**src/rtl/buffer_reader.sv**
```systemverilog
// buffer_reader: drains packets (header, size, payload) from an attached FIFO.
// It requests a route from the switch control, then forwards each flit downstream
// with a valid/ack handshake.
module buffer_reader #(
    parameter int unsigned WIDTH = 16,
    parameter int unsigned DEPTH = 16
) (
    input  logic                     clock,
    input  logic                     reset,
    input  logic [WIDTH-1:0]         head,
    input  logic [$clog2(DEPTH):0]   counter,
    output logic                     pull,
    output logic                     h,
    input  logic                     ack_h,
    output logic                     data_av,
    output logic [WIDTH-1:0]         data_out,
    input  logic                     data_ack,
    output logic                     sender
);

    typedef enum logic [2:0] {
        IDLE,
        REQ,
        HDR,
        SIZE,
        PAYLOAD,
        END
    } state_t;

    state_t           r_state;
    state_t           w_state_next;
    logic [WIDTH-1:0] r_remaining;
    logic [WIDTH-1:0] w_remaining_next;
    logic             w_not_empty;
    logic             w_in_packet;
    logic             w_transfer;

    assign w_not_empty = (counter != '0);
    assign w_in_packet = (r_state == HDR) || (r_state == SIZE) || (r_state == PAYLOAD);
    // An empty FIFO masks data_av, so a pop can never be issued on an empty FIFO.
    assign w_transfer  = w_in_packet && w_not_empty && data_ack;

    // Output decode: all outputs are pure functions of state and inputs, so the
    // asynchronous reset of the state clears them without waiting for a clock edge.
    always_comb begin
        h        = (r_state == REQ);
        sender   = w_in_packet;
        data_av  = w_in_packet && w_not_empty;
        pull     = w_transfer;
        data_out = head;
    end

    // State and payload counter registers.
    always_ff @(posedge clock or posedge reset) begin
        if (reset) begin
            r_state     <= IDLE;
            r_remaining <= '0;
        end else begin
            r_state     <= w_state_next;
            r_remaining <= w_remaining_next;
        end
    end

    // Next-state and remaining-count logic.
    always_comb begin
        w_state_next     = r_state;
        w_remaining_next = r_remaining;
        unique case (r_state)
            IDLE: begin
                if (w_not_empty) begin
                    w_state_next = REQ;
                end
            end
            REQ: begin
                if (ack_h) begin
                    w_state_next = HDR;
                end
            end
            HDR: begin
                if (w_transfer) begin
                    w_state_next = SIZE;
                end
            end
            SIZE: begin
                if (w_transfer) begin
                    w_remaining_next = head;
                    w_state_next     = (head == '0) ? END : PAYLOAD;
                end
            end
            PAYLOAD: begin
                if (w_transfer) begin
                    // Saturating decrement; the last payload flit closes the packet.
                    if (r_remaining > WIDTH'(1)) begin
                        w_remaining_next = r_remaining - WIDTH'(1);
                    end else begin
                        w_remaining_next = '0;
                        w_state_next     = END;
                    end
                end
            end
            END: begin
                w_state_next = IDLE;
            end
            default: begin
                w_state_next = IDLE;
            end
        endcase
    end

endmodule

```
**config.mk**
```make
export PLATFORM = sky130hd
export DESIGN_NAME = buffer_reader
export DESIGN_NICKNAME = d
export VERILOG_FILES = /design/src/rtl/buffer_reader.sv
export SDC_FILE = /design/constraint.sdc
export NUM_CORES = 1
export LEC_CHECK = 0
export ABC_AREA = 1
export CAP_MARGIN = 20
export CORE_ASPECT_RATIO = 0.6
export CORE_MARGIN = 2
export CORE_UTILIZATION = 45
export CTS_CLUSTER_DIAMETER = 40
export CTS_CLUSTER_SIZE = 24
export DETAILED_ROUTE_END_ITERATION = 6
export GPL_ROUTABILITY_DRIVEN = 0
export HOLD_SLACK_MARGIN = 0.02
export PLACE_DENSITY = 0.75
export SYNTH_ARGS = -nofsm -noshare
export SYNTH_HDL_FRONTEND = slang
export SYNTH_SLANG_ARGS = --single-unit
export TNS_END_PERCENT = 1
```
**constraint.sdc**
```tcl
create_clock -name clock -period 3.1 [get_ports clock]
set_input_delay 0.93 -clock clock [delete_from_list [all_inputs] [get_ports clock]]
set_output_delay 0.93 -clock clock [all_outputs]
set_load 0.05 [all_outputs]
```
==> results.json <==
{
  "status": "finished clean",
  "cts_root_buffer": "clkbuf_8",
  "ys_async_sr_fraction": 1.000,
  "cts.path.max_buffers": 2,
  "gr-usage-met1": 0.3449,
  "drv_slew": 0,
  "ys_top_cells_by_count": "nand2_1 (92), nor2_1 (37), inv_1 (30)",
  "min_period_ns": 2.941,
  "dpl_worst_slack_ns": 0.1202,
  "clock_power_share": 0.113,
  "die_w_um": 83.13,
  "routed-via-count": 1756,
  "hold_slack_ns": 0.5230,
  "setup_viol_count_final": 0,
  "fp.dieArea_sq_um": 4279,
  "ys_types": 25,
  "port_buffers": 44,
  "drive_gt1_frac": 0.1405,
  "cts_sinks": 19,
  "fp-row-count": 17,
  "yosys.area.top_type_share": 0.2813,
  "synth-seq-cells": 19,
  "fin_skew_ns": 0.009655,
  "hold_path_class": "flop to flop",
  "criticalPathCategory": "input port to output port",
  "drt_first_pass_iters": 4,
  "critical_path_required_ns": 2.17,
  "drc": 0,
  "switchingPower_uw": 836.7,
  "postSynthCellCount": 270,
  "synth_top_area_cell": "dfrtp_1",
  "start_util": 0.4647,
  "insertedDiodeCount": 0,
  "critPathCaptureType": "output port",
  "antenna_left": 0,
  "critPathMaxFanout": 2,
  "hpwl_um": 3525,
  "ir_worst_vdd_mv": 0.4326,
  "top_usage_layer": "met1",
  "worst_slew_pin_slew_ns": 0.7848,
  "avgRoutedWirePerCell_um": 12.93,
  "synthTopCellsByArea": "dfrtp_1 (28%), nand2_1 (20%), buf_4 (8.4%)",
  "fin_crit_sh": 0.9488,
  "p_int_uw": 827.6,
  "synth.avg_cell_area_sq_um": 6.261,
  "finalSetupTns_ns": 0,
  "power_frac_comb": 0.589,
  "crit_arrival_ns": 2.01,
  "maxCapViolations": 0,
  "die_height_um": 51.48,
  "ys_dominant_reg_cell": "dfrtp_1",
  "nFillCells": 343,
  "grt_pass1_vias": 1606,
  "cts_tree": "yes",
  "yosysSeqAreaShare": 0.2813,
  "power.density_nw_per_um2": 733.3,
  "grt_pass1_wl_um": 7603,
  "fin_ws_ns": 0.1586,
  "stdcell_count": 346,
  "netlist_area_sq_um": 1690,
  "p_leak_nw": 1.122,
  "grtUsageMet3": 0.05654,
  "grt_max_degree": 26,
  "drt-initial-drc-count": 142,
  "htree_num_levels": 1,
  "gr-total-overflow": 0,
  "use_met2": 0.3320,
  "synth_edf_count": 0,
  "synth_nets": 297,
  "p_sw_frac": 0.5027,
  "clkTransAtPathRegs_ns": 0.08,
  "coreArea_sq_um": 3637,
  "cts_made_buffers": 3,
  "viasPerCell": 5.075,
  "grt_util_all_layers": 0.2336,
  "ys_warn_count": 0,
  "io_pins": 45,
  "fin_util": 0.6240,
  "fmax_mhz": 340.0,
  "finalHoldViolCount": 0,
  "yosysMostFrequentCell": "nand2_1",
  "drt_wl_total_um": 4474,
  "clk_latency_ns": 0.27,
  "rsz0062_at_grt": "no",
  "area_growth_pct": 34.27,
  "fin_nets": 327,
  "critPathLaunchType": "input port",
  "antenna_found_initial": 0,
  "slew-limit-headroom": 0.4762,
  "seqPwrFrac": 0.298,
  "place_inst": 342
}
per-stage QoR:
stage | power [mW] | area [sq um]
2_1_floorplan | 1.170 | 1690
3_3_place_gp | 1.437 | 2223
3_5_place_dp | 1.468 | 2223
4_1_cts | 1.660 | 2270
5_1_grt | 1.804 | 2270
6_report | 1.664 | 2270
registers in the layout, indices dropped and copies added, names as in the netlist:
register / count
r_state: 3
r_remaining: 16
logic make-up after synthesis:
kind of cell,Yosys count,share of synthesized area
AND/OR/NAND/NOR,162,0.4093
buffers and inverters,53,0.1651
AO/OA/AOI/OAI,28,0.09845
flip-flops,19,0.2813
XOR/XNOR,6,0.03109
adder cells (fa/ha/maj),2,0.01480
worst max-delay path, cell delays in order:
cell	delay, ns
clkdlybuf4s50_1	0.48
inv_1	0.04
nand4_1	0.10
nand2_1	0.08
inv_2	0.09
nand2_1	0.06
inv_1	0.09
buf_12	0.14
layout by cell type (no fill, tap or decap), types with 6 or more instances in the layout:
cell             netlist  layout
nand2_1               92      92
nor2_1                37      37
inv_1                 30      29
clkdlybuf4s50_1        0      25
dfrtp_1               19      19
buf_12                 0      18
nand3_1               14      14
a21oi_1               12      12
a21boi_1               8       8
nor2_2                 6       6
layout make-up:
cell class,instances,area (sq um),share of cell area
Multi-Input combinational cell,198,935.9,0.4123
Timing Repair Buffer,46,633.1,0.2789
Clock inverter,1,5.005,0.002205
Clock buffer,3,41.29,0.01819
Tap cell,47,58.81,0.02591
Inverter,32,120.1,0.05292
Sequential cell,19,475.5,0.2095
power groups by stage:
stage               Combinational [mW]  Sequential, mW  Clock, mW
floorplan                        0.712           0.458          0
global placement                 0.946           0.491          0
detailed placement               0.975           0.493          0
CTS                              0.975           0.492      0.194
global route                      1.10           0.508      0.200
finish                           0.980           0.497      0.188
worst paths after layout:
kind | from | to | slack, ns | cells past startpoint
min in group asynchronous | reset | r_remaining[9] | 1.09 | 2
hold / removal | r_remaining[1] | r_remaining[1] | 0.52 | 2
hold reg to reg | r_remaining[1] | r_remaining[1] | 0.52 | 2
setup reg to reg | r_state[0] | r_remaining[9] | 1.20 | 8
setup / recovery | counter[4] | pull | 0.16 | 8
max in group asynchronous | reset | r_state[1] | 1.51 | 2
per-layer routing:
metal	up-vias	share of wire
met5	-	0
met4	0	0.017
met3	7	0.096
met2	76	0.40
met1	788	0.49
li1	885	-
what timing repair did:
action                                  CTS  global route
hold buffers                              0             0
setup buffers                             0             0
endpoints found under the setup margin    0             1
resized for setup                         0             1
Note: power is estimated with default switching activity, not from simulation.
